<file path="src/rtl/wishbone_lsu_master_pkg.sv">
`default_nettype none
// ============================================================================
// Module : wishbone_lsu_master_pkg
// Brief  : FSM state encoding and RV32I load/store funct3 codes.
// Rev    : 1.0  initial release
// ============================================================================
package wishbone_lsu_master_pkg;

    typedef enum logic [1:0] {
        ST_IDLE = 2'd0,
        ST_BUS  = 2'd1,
        ST_RESP = 2'd2
    } state_t;

    localparam logic [2:0] c_LB  = 3'b000;
    localparam logic [2:0] c_LH  = 3'b001;
    localparam logic [2:0] c_LW  = 3'b010;
    localparam logic [2:0] c_LBU = 3'b100;
    localparam logic [2:0] c_LHU = 3'b101;
    localparam logic [2:0] c_SB  = 3'b000;
    localparam logic [2:0] c_SH  = 3'b001;
    localparam logic [2:0] c_SW  = 3'b010;

endpackage
`default_nettype wire

</file>
<file path="src/rtl/wb_lane_align.sv">
`default_nettype none
// ============================================================================
// Module : wb_lane_align
// Brief  : Byte-lane selects, store replication, load extraction/extension
//          and legality check for one load/store access.
// Rev    : 1.0  initial release
// ============================================================================
module wb_lane_align
    import wishbone_lsu_master_pkg::*;
#(
    parameter int DATA_WIDTH = 32
) (
    input  logic [2:0]            i_funct3,
    input  logic                  i_we,
    input  logic [1:0]            i_addr_lo,
    input  logic [DATA_WIDTH-1:0] i_wdata,
    input  logic [DATA_WIDTH-1:0] i_rdata,
    output logic [3:0]            o_sel,
    output logic [DATA_WIDTH-1:0] o_wdata,
    output logic [DATA_WIDTH-1:0] o_rdata,
    output logic                  o_bad
);

    logic [DATA_WIDTH-1:0] w_rsh_b;
    logic [DATA_WIDTH-1:0] w_rsh_h;
    logic                  w_illegal;
    logic                  w_misaligned;

    assign w_rsh_b = i_rdata >> {i_addr_lo, 3'b000};
    assign w_rsh_h = i_rdata >> {i_addr_lo[1], 4'b0000};

    always_comb begin
        if (i_we) begin
            w_illegal = !(i_funct3 == c_SB || i_funct3 == c_SH || i_funct3 == c_SW);
        end else begin
            w_illegal = !(i_funct3 == c_LB || i_funct3 == c_LH || i_funct3 == c_LW ||
                          i_funct3 == c_LBU || i_funct3 == c_LHU);
        end
    end

    assign w_misaligned = ((i_funct3[1:0] == 2'b01) && i_addr_lo[0]) ||
                          ((i_funct3[1:0] == 2'b10) && (i_addr_lo != 2'b00));
    assign o_bad        = w_illegal || w_misaligned;

    // funct3[2] set means zero-extend (LBU/LHU); clear means sign-extend.
    always_comb begin
        o_sel   = 4'b1111;
        o_wdata = i_wdata;
        o_rdata = i_rdata;
        case (i_funct3[1:0])
            2'b00: begin
                o_sel   = 4'b0001 << i_addr_lo;
                o_wdata = {(DATA_WIDTH/8){i_wdata[7:0]}};
                o_rdata = {{(DATA_WIDTH-8){~i_funct3[2] & w_rsh_b[7]}}, w_rsh_b[7:0]};
            end
            2'b01: begin
                o_sel   = 4'b0011 << {i_addr_lo[1], 1'b0};
                o_wdata = {(DATA_WIDTH/16){i_wdata[15:0]}};
                o_rdata = {{(DATA_WIDTH-16){~i_funct3[2] & w_rsh_h[15]}}, w_rsh_h[15:0]};
            end
            default: begin
                o_sel   = 4'b1111;
                o_wdata = i_wdata;
                o_rdata = i_rdata;
            end
        endcase
    end

endmodule
`default_nettype wire

</file>
<file path="src/rtl/wishbone_lsu_master.sv">
`default_nettype none
// ============================================================================
// Module : wishbone_lsu_master
// Brief  : Single-outstanding RV32I load/store unit driving a Wishbone master
//          port, with alignment checking and an ACK timeout.
// Rev    : 1.0  initial release
// ============================================================================
module wishbone_lsu_master
    import wishbone_lsu_master_pkg::*;
#(
    parameter int DATA_WIDTH = 32,
    parameter int ADDR_WIDTH = 32,
    parameter int TIMEOUT    = 256
) (
    input  logic                  i_CLK,
    input  logic                  i_RST,
    input  logic                  i_REQ,
    input  logic                  i_WE,
    input  logic [2:0]            i_FUNCT3,
    input  logic [ADDR_WIDTH-1:0] i_ADDR,
    input  logic [DATA_WIDTH-1:0] i_WDATA,
    output logic                  o_BUSY,
    output logic                  o_DONE,
    output logic [DATA_WIDTH-1:0] o_RDATA,
    output logic                  o_ERR,
    output logic [ADDR_WIDTH-1:0] o_ADDR,
    output logic [DATA_WIDTH-1:0] o_DATA,
    input  logic [DATA_WIDTH-1:0] i_DATA,
    output logic                  o_WE,
    output logic [3:0]            o_SEL,
    output logic                  o_STB,
    output logic                  o_CYC,
    input  logic                  i_ACK
);

    localparam int c_CNT_W = $clog2(TIMEOUT + 1);

    state_t               r_state;
    logic [c_CNT_W-1:0]   r_cnt;
    logic [2:0]           r_funct3;
    logic [1:0]           r_addr_lo;
    logic                 r_we;

    logic [2:0]           w_funct3;
    logic [1:0]           w_addr_lo;
    logic                 w_we;
    logic [3:0]           w_sel;
    logic [DATA_WIDTH-1:0] w_wdata;
    logic [DATA_WIDTH-1:0] w_rdata;
    logic                 w_bad;

    // Decode the live request in IDLE, the latched one while on the bus.
    assign w_funct3  = (r_state == ST_IDLE) ? i_FUNCT3    : r_funct3;
    assign w_addr_lo = (r_state == ST_IDLE) ? i_ADDR[1:0] : r_addr_lo;
    assign w_we      = (r_state == ST_IDLE) ? i_WE        : r_we;

    wb_lane_align #(
        .DATA_WIDTH (DATA_WIDTH)
    ) u_lane (
        .i_funct3  (w_funct3),
        .i_we      (w_we),
        .i_addr_lo (w_addr_lo),
        .i_wdata   (i_WDATA),
        .i_rdata   (i_DATA),
        .o_sel     (w_sel),
        .o_wdata   (w_wdata),
        .o_rdata   (w_rdata),
        .o_bad     (w_bad)
    );

    always_ff @(posedge i_CLK or negedge i_RST) begin
        if (!i_RST) begin
            r_state   <= ST_IDLE;
            r_cnt     <= '0;
            r_funct3  <= 3'b000;
            r_addr_lo <= 2'b00;
            r_we      <= 1'b0;
            o_BUSY    <= 1'b0;
            o_DONE    <= 1'b0;
            o_RDATA   <= '0;
            o_ERR     <= 1'b0;
            o_ADDR    <= '0;
            o_DATA    <= '0;
            o_WE      <= 1'b0;
            o_SEL     <= 4'b0000;
            o_STB     <= 1'b0;
            o_CYC     <= 1'b0;
        end else begin
            o_DONE <= 1'b0;
            case (r_state)
                ST_IDLE: begin
                    if (i_REQ) begin
                        r_funct3  <= i_FUNCT3;
                        r_addr_lo <= i_ADDR[1:0];
                        r_we      <= i_WE;
                        r_cnt     <= '0;
                        o_BUSY    <= 1'b1;
                        if (w_bad) begin
                            r_state <= ST_RESP;
                            o_DONE  <= 1'b1;
                            o_ERR   <= 1'b1;
                            o_RDATA <= '0;
                        end else begin
                            r_state <= ST_BUS;
                            o_CYC   <= 1'b1;
                            o_STB   <= 1'b1;
                            o_WE    <= i_WE;
                            o_SEL   <= w_sel;
                            o_DATA  <= w_wdata;
                            o_ADDR  <= {i_ADDR[ADDR_WIDTH-1:2], 2'b00};
                        end
                    end
                end
                ST_BUS: begin
                    // ACK is tested first so it wins over a coincident timeout.
                    if (i_ACK) begin
                        r_state <= ST_RESP;
                        o_CYC   <= 1'b0;
                        o_STB   <= 1'b0;
                        o_WE    <= 1'b0;
                        o_DONE  <= 1'b1;
                        o_ERR   <= 1'b0;
                        o_RDATA <= r_we ? '0 : w_rdata;
                    end else if (r_cnt == c_CNT_W'(TIMEOUT - 1)) begin
                        r_state <= ST_RESP;
                        o_CYC   <= 1'b0;
                        o_STB   <= 1'b0;
                        o_WE    <= 1'b0;
                        o_DONE  <= 1'b1;
                        o_ERR   <= 1'b1;
                        o_RDATA <= '0;
                    end else begin
                        r_cnt <= r_cnt + 1'b1;
                    end
                end
                ST_RESP: begin
                    r_state <= ST_IDLE;
                    o_BUSY  <= 1'b0;
                end
                default: begin
                    r_state <= ST_IDLE;
                    o_BUSY  <= 1'b0;
                    o_CYC   <= 1'b0;
                    o_STB   <= 1'b0;
                end
            endcase
        end
    end

endmodule
`default_nettype wire

</file>
<file path="config.mk">
export PLATFORM = sky130hd
export DESIGN_NAME = wishbone_lsu_master
export DESIGN_NICKNAME = d
export VERILOG_FILES = /design/src/rtl/wishbone_lsu_master_pkg.sv /design/src/rtl/wb_lane_align.sv /design/src/rtl/wishbone_lsu_master.sv
export SDC_FILE = /design/constraint.sdc
export NUM_CORES = 1
export LEC_CHECK = 0
export CELL_PAD_IN_SITES_DETAIL_PLACEMENT = 1
export CELL_PAD_IN_SITES_GLOBAL_PLACEMENT = 2
export CORE_MARGIN = 2
export CORE_UTILIZATION = 25
export CTS_BUF_LIST = sky130_fd_sc_hd__clkbuf_8
export CTS_CLUSTER_SIZE = 8
export DETAILED_ROUTE_END_ITERATION = 10
export PLACE_DENSITY = 0.69
export SLEW_MARGIN = 20
export SYNTH_ARGS = -nofsm -noshare
export SYNTH_HDL_FRONTEND = slang
export SYNTH_HIERARCHICAL = 1
export SYNTH_SLANG_ARGS = --single-unit
</file>
<file path="constraint.sdc">
create_clock -name i_CLK -period 5.75 [get_ports i_CLK]
set_input_delay 0.8625 -clock i_CLK [delete_from_list [all_inputs] [get_ports i_CLK]]
set_output_delay 0.8625 -clock i_CLK [all_outputs]
set_load 0.02 [all_outputs]
</file>
# == After elaboration in Yosys (flattened, before gate mapping) ==
# Cells that the tools add are included.
# Widths: inputs -> output; s select.
# word_totals
input_bits,104
regBits,120
elab_cells,105
out_inout_bits,106
# classes
bitwise,6
eq_ne,15
mux,42
addsub,1
shift,4
reduce_logical,23
# ops
operator,count
$pmux 32 s2,3
$mux 32,5
$shr 32x5->16,1
$shr 32x5->8,1
$mux 9,3
$pmux 9 s2,1
$mux 1,17
$reduce_and 4->1,4
$mux 2,5
$add 9x1->9 const B,1
$eq 9x8->1 const B,1
$ne 2x2->1 const B,4
$pmux 1 s2,4
$pmux 4 s2,1
$eq 3x3->1 const B,2
$logic_or 1x1->1,6
$reduce_and 2->1,3
$eq 2x1->1 const B,2
$eq 2x2->1 const B,2
$logic_not 2->1,2
$not 1->1,4
$pmux 2 s2,1
$reduce_bool 2->1,2
$shl 1x2->4 const A,1
other kinds (12),15

# == Logic depth before layout (Yosys ltp) ==
# depth
depth_word,13
depth_mapped,12
ltp_nobuf,8

# == By module ==
# Netlist, hierarchy kept.
# modules_own_cells
module,seq_area_each_um2,cells_per_inst,area_each_um2,instances
wishbone_lsu_master,3002.9,315,4649.5,1
wb_lane_align,0.0,169,1179.9,1

# == Worst setup path before layout ==
# OpenSTA, ideal clock, no wires.
# synth_path
path_kind,register to register
from,reg r_state[1]
to,reg o_ADDR[10]
n_path_buf,5
slack_ns,2.506
setup_ns,0.125
required_time_ns,5.625
stages_incl_launch_ff,12
arrival_ns,3.119
synth_period_minus_slack_ns,3.244
path_cell_list,dfrtp_1 -> clkbuf_1 -> nor2_1 -> mux2_2 -> clkbuf_1 -> clkbuf_1 -> a221oi_1 -> a21oi_1 -> nor4b_2 -> buf_2 -> buf_2 -> mux2_2
# synth_via
elab_chain_len,12
elab_cells_between_ends,25
cone_classes,eq/ne: 6; mux: 4; bitwise: 1; reduce/logical: 14
# synth_rtl
item,line,source
"start, declared",wishbone_lsu_master.sv:38,state_t r_state;
"start signal, assigned",wishbone_lsu_master.sv:73,r_state <= ST_IDLE;
"start signal, assigned",wishbone_lsu_master.sv:99,r_state <= ST_RESP;
"start signal, assigned",wishbone_lsu_master.sv:104,r_state <= ST_BUS;
$logic_not 2->1 *,wishbone_lsu_master.sv:53,assign w_funct3 = (r_state == ST_IDLE) ? i_FUNCT3 : r_funct3;
$mux 3 *,wishbone_lsu_master.sv:53,
via w_funct3[0],wishbone_lsu_master.sv:44,logic [2:0] w_funct3;
$eq 3x1->1 / $logic_not 3->1 (equally long branches),"wb_lane_align.sv:34, wb_lane_align.sv:36",
$logic_or 1x1->1 (2 in a row),"wb_lane_align.sv:34, wb_lane_align.sv:36",
$logic_or 1x1->1,wb_lane_align.sv:36,w_illegal = !(i_funct3 == c_LB || i_funct3 == c_LH || i_funct3 == c_LW ||
$logic_or 1x1->1,wb_lane_align.sv:37,i_funct3 == c_LBU || i_funct3 == c_LHU);
$logic_not 1->1,wb_lane_align.sv:36,
$mux 1,wb_lane_align.sv:33,if (i_we) begin
$logic_or 1x1->1 *,wb_lane_align.sv:43,assign o_bad = w_illegal || w_misaligned;
via w_bad,wishbone_lsu_master.sv:50,logic w_bad;
$not 1->1 (no source line) *,-,
$reduce_and 3->1 (no source line) *,-,
"end signal, assigned",wishbone_lsu_master.sv:110,"o_ADDR <= {i_ADDR[ADDR_WIDTH-1:2], 2'b00};"
"end, declared",wishbone_lsu_master.sv:26,"output logic [ADDR_WIDTH-1:0] o_ADDR,"
# The timed path passes the listed nets; every way through them passes the cells marked *.
# A chain may end at the register's enable or synchronous reset.

# == Worst setup path after layout ==
# layout_path
from,reg r_state[1]
to,reg o_DATA[7]
# layout_via
elab_chain_len,12
elab_cells_between_ends,25
cone_classes,eq/ne: 6; mux: 4; bitwise: 1; reduce/logical: 14
# layout_rtl
item,line,source
$logic_not 2->1 *,wishbone_lsu_master.sv:53,
$mux 3 *,wishbone_lsu_master.sv:53,
via w_funct3[0],wishbone_lsu_master.sv:44,
$eq 3x1->1 / $logic_not 3->1 (equally long branches),"wb_lane_align.sv:34, wb_lane_align.sv:36",
$logic_or 1x1->1 (2 in a row),"wb_lane_align.sv:34, wb_lane_align.sv:36",
$logic_or 1x1->1,wb_lane_align.sv:36,
$logic_or 1x1->1,wb_lane_align.sv:37,
$logic_not 1->1,wb_lane_align.sv:36,
$mux 1,wb_lane_align.sv:33,
$logic_or 1x1->1 *,wb_lane_align.sv:43,
via w_bad,wishbone_lsu_master.sv:50,
$not 1->1 (no source line) *,-,
$reduce_and 3->1 (no source line) *,-,
"end signal, assigned",wishbone_lsu_master.sv:109,o_DATA <= w_wdata;
"end, declared",wishbone_lsu_master.sv:27,"output logic [DATA_WIDTH-1:0] o_DATA,"
# Marks and branches as above.

==> out/summary.txt <==
minimum setup slack among reg-to-reg paths - 1940 ps
first drt pass iteration count - 4
total grt overflow - 0
min cycle time layout - 3806 ps
critical path's slowest cell - buf_4
kind of start point of the critical path - register
antenna violations before repair - 1
total of cells resized after clock tree synthesis - 0
CTS tree - done
routed length per placed instance - 18.49 um
via density per instance - 4.629
die outline height - 156.7 um
num rows - 55
share of synthesized flip-flops with an asynchronous set or reset - 1.000
per-instance average area after synthesis - 12.04 um2
DRC violation count after routing - 0
share of layout cells above drive strength 1 - 0.2026
initial cell density of the core - 0.2559
vias after detailed routing - 4606
number of storage elements in the synthesis netlist - 120
pre-CTS setup slack - 1811 ps
path depth of the worst reg2reg path - 7
count of synthesis-stage warnings from yosys - 6
floorplan die area - 0.02455 mm2
Arrival @ worst endpoint - 4140 ps
global-route usage over all layers - 0.1566
pin count of the biggest net entering global routing - 68
final total negative setup slack - 0 ps
number of nets in the layout - 774
Crit. path cell count - 7
slew margin rel. - 0.2686
crit path max fanout - 67
final design utilization - 0.3732
status - finished clean
switching power of the nets - 1.878 mW
sequential share of power - 0.306
violation count after the first detailed-route iteration - 145
wire length of the first global-routing pass - 29.36 mm
CP delay by family, top - multiplexers
combinational share of power - 0.527
count of antenna-violating nets left after detailed routing - 0
WP buf/inv - 1
clock network fraction of design power - 0.167
most repeated library cell on the critical path - mux2_2
setup ws final - 1944 ps
layout overhead on the synthesized area - 45.85%
DP Wirelength - 13.20 mm
kind of critical path - register to register
slowest stage delay, CP - 730 ps
number of buffers added on ports - 207
Critical Path, Cell by Cell - nor2_1 > mux2_2 > a221oi_1 > a21oi_1 > nor4b_4 > buf_4 > mux2_2
top_reg_cell synth - dfrtp_1
kind of capture point of the worst setup path - register
sequential element share of the synthesized area - 0.5151
hold violation total from the final report - 0
Worst Hold Margin - 488.9 ps
clock sink total - 120
total of fill cells in the finished design - 2468
post-synthesis instance area - 0.005829 mm2
Max Freq - 262.7 MHz
source-to-sink clock delay at the later pin of the worst-skew pair - 460 ps
H-tree levels - 4
maximum number of buffers from clock root to sink - 2
Std-Cell Core Area - 0.02278 mm2
overall power of the completed layout - 4.740 mW
total of max-cap violations - 0
buffers inserted by post-CTS timing repair - 0
post-detailed-routing wire length - 18.40 mm
# setup viols final - 0
Post-Route Skew - 17.62 ps
GPL Wtd Cong - 0.8063
number of global-route vias before repair - 5158
worst slew pin tran - 1082 ps
worst min-delay path category - input port to asynchronous set/reset pin
Clk Tree Root Cell - clkbuf_8
total I/O pin count - 210
internal power - 2.863 mW
share of the clock period used by the worst path - 0.6619
largest vdd supply drop - 250.4 uV
post-synth cell types - 46
P per Cell Area - 557.6 mW/mm2
count of mapped cells out of synthesis - 484
die width - 156.7 um
post-cts hold buffer count - 0
max-slew violation total from the final report - 0
switching part of the total power - 0.3961
P_leak - 3.462 nW
number of enable flip-flop cells after synthesis - 0
required time at the endpoint of the critical path - 6080 ps
RSZ-0062 raised after global routing - false
CTS buffer count - 17
Reg clk slew, reported paths - 80 ps
-- flip-flops by register name, indices dropped and copies added, names as in the netlist, 2 cells and up --
| signal | count |
|---|---|
| o_SEL | 4 |
| o_RDATA | 32 |
| o_DATA | 32 |
| r_state | 2 |
| r_cnt | 9 |
| o_ADDR | 30 |
| r_addr_lo | 2 |
| r_funct3 | 3 |
-- cells in the mapped netlist (all sizes together), types with 4 or more instances --
| cell type | instances | area, um2 |
|---|---|---|
| inv | 16 | 60.06 |
| buf | 25 | 162.7 |
| clkbuf | 22 | 82.58 |
| nand2 | 20 | 75.07 |
| o21ai | 31 | 155.2 |
| mux2i | 16 | 160.2 |
| a22o | 40 | 350.3 |
| nor2b | 18 | 112.6 |
| a21oi | 9 | 45.04 |
| nand3b | 4 | 30.03 |
| nor2 | 7 | 28.78 |
| mux2 | 95 | 1070 |
| nand3 | 7 | 35.03 |
| o221ai | 7 | 61.31 |
| dfrtp | 120 | 3003 |
| a221o | 8 | 80.08 |
-- final timing paths --
path	to	from
max in group asynchronous	o_DATA[13]	i_RST
setup reg to reg	o_DATA[7]	r_state[1]
hold / removal	o_ADDR[31]	i_RST
setup / recovery	o_DATA[7]	r_state[1]
min in group i_CLK	o_ERR	o_ERR
hold reg to reg	o_ERR	o_ERR
-- power groups by stage --
| stage | sequential, mW | clock [mW] | combinational [mW] |
|---|---|---|---|
| after CTS | 1.46 | 0.826 | 2.53 |
| after global routing | 1.51 | 0.869 | 2.69 |
| final | 1.45 | 0.793 | 2.50 |
| after global placement | 1.45 | 0 | 2.49 |
| after detailed placement | 1.47 | 0 | 2.51 |
| after floorplan | 1.83 | 0 | 1.07 |
-- cells in the final DEF (no fill, tap or decap), types with 3 or more instances in the layout --
cell             count
o21bai_1             3
inv_1               16
a21oi_1              9
inv_6                5
nand3_1              7
nand3b_1             4
or3_1                3
o31ai_1              3
nor2b_1             18
buf_4                5
nand2b_1             3
o21ai_0             31
mux2i_1             16
clkbuf_8            17
dfrtp_1            120
a22o_1              40
mux2_2              93
clkinv_4             5
a221o_1              8
nor2_1               5
clkdlybuf4s50_1    206
nand2_1             20
o221ai_1             7
-- area by class of cell --
| type | instances | area (um2) | area share |
|---|---|---|---|
| clock inverters | 15 | 167.7 | 0.01972 |
| well taps | 313 | 391.6 | 0.04606 |
| clock buffers | 17 | 234.0 | 0.02752 |
| diodes | 1 | 2.502 | 0.0002943 |
| repair buffers | 211 | 2100 | 0.2469 |
| multi-input cells | 302 | 2544 | 0.2992 |
| inverters | 16 | 60.06 | 0.007064 |
| flip-flops and latches | 120 | 3003 | 0.3532 |
-- metal layers --
metal,global-route usage,wire length [um],vias up
li1,-,-,2129
met1,0.1889,7742,2305
met2,0.2517,8830,152
met3,0.06619,1517,20
met4,0.05199,310,0
met5,0,0,-
-- cells by family after synthesis --
kind of cell / after synthesis / synth area share
flops: 120 / 0.5151
mux: 112 / 0.2149
compound gates: 109 / 0.1367
simple gates: 77 / 0.07598
buf+inv: 63 / 0.05237
fa+ha+maj: 2 / 0.004292
other cells: 1 / 0.0006433
-- per-stage QoR --
step,cells,cell area (um2)
after global routing,995,8502
after detailed placement,962,8090
after global placement,962,8090
final,995,8502
after CTS,994,8492
after floorplan,485,5833
Power figures use the tool's default switching activity.
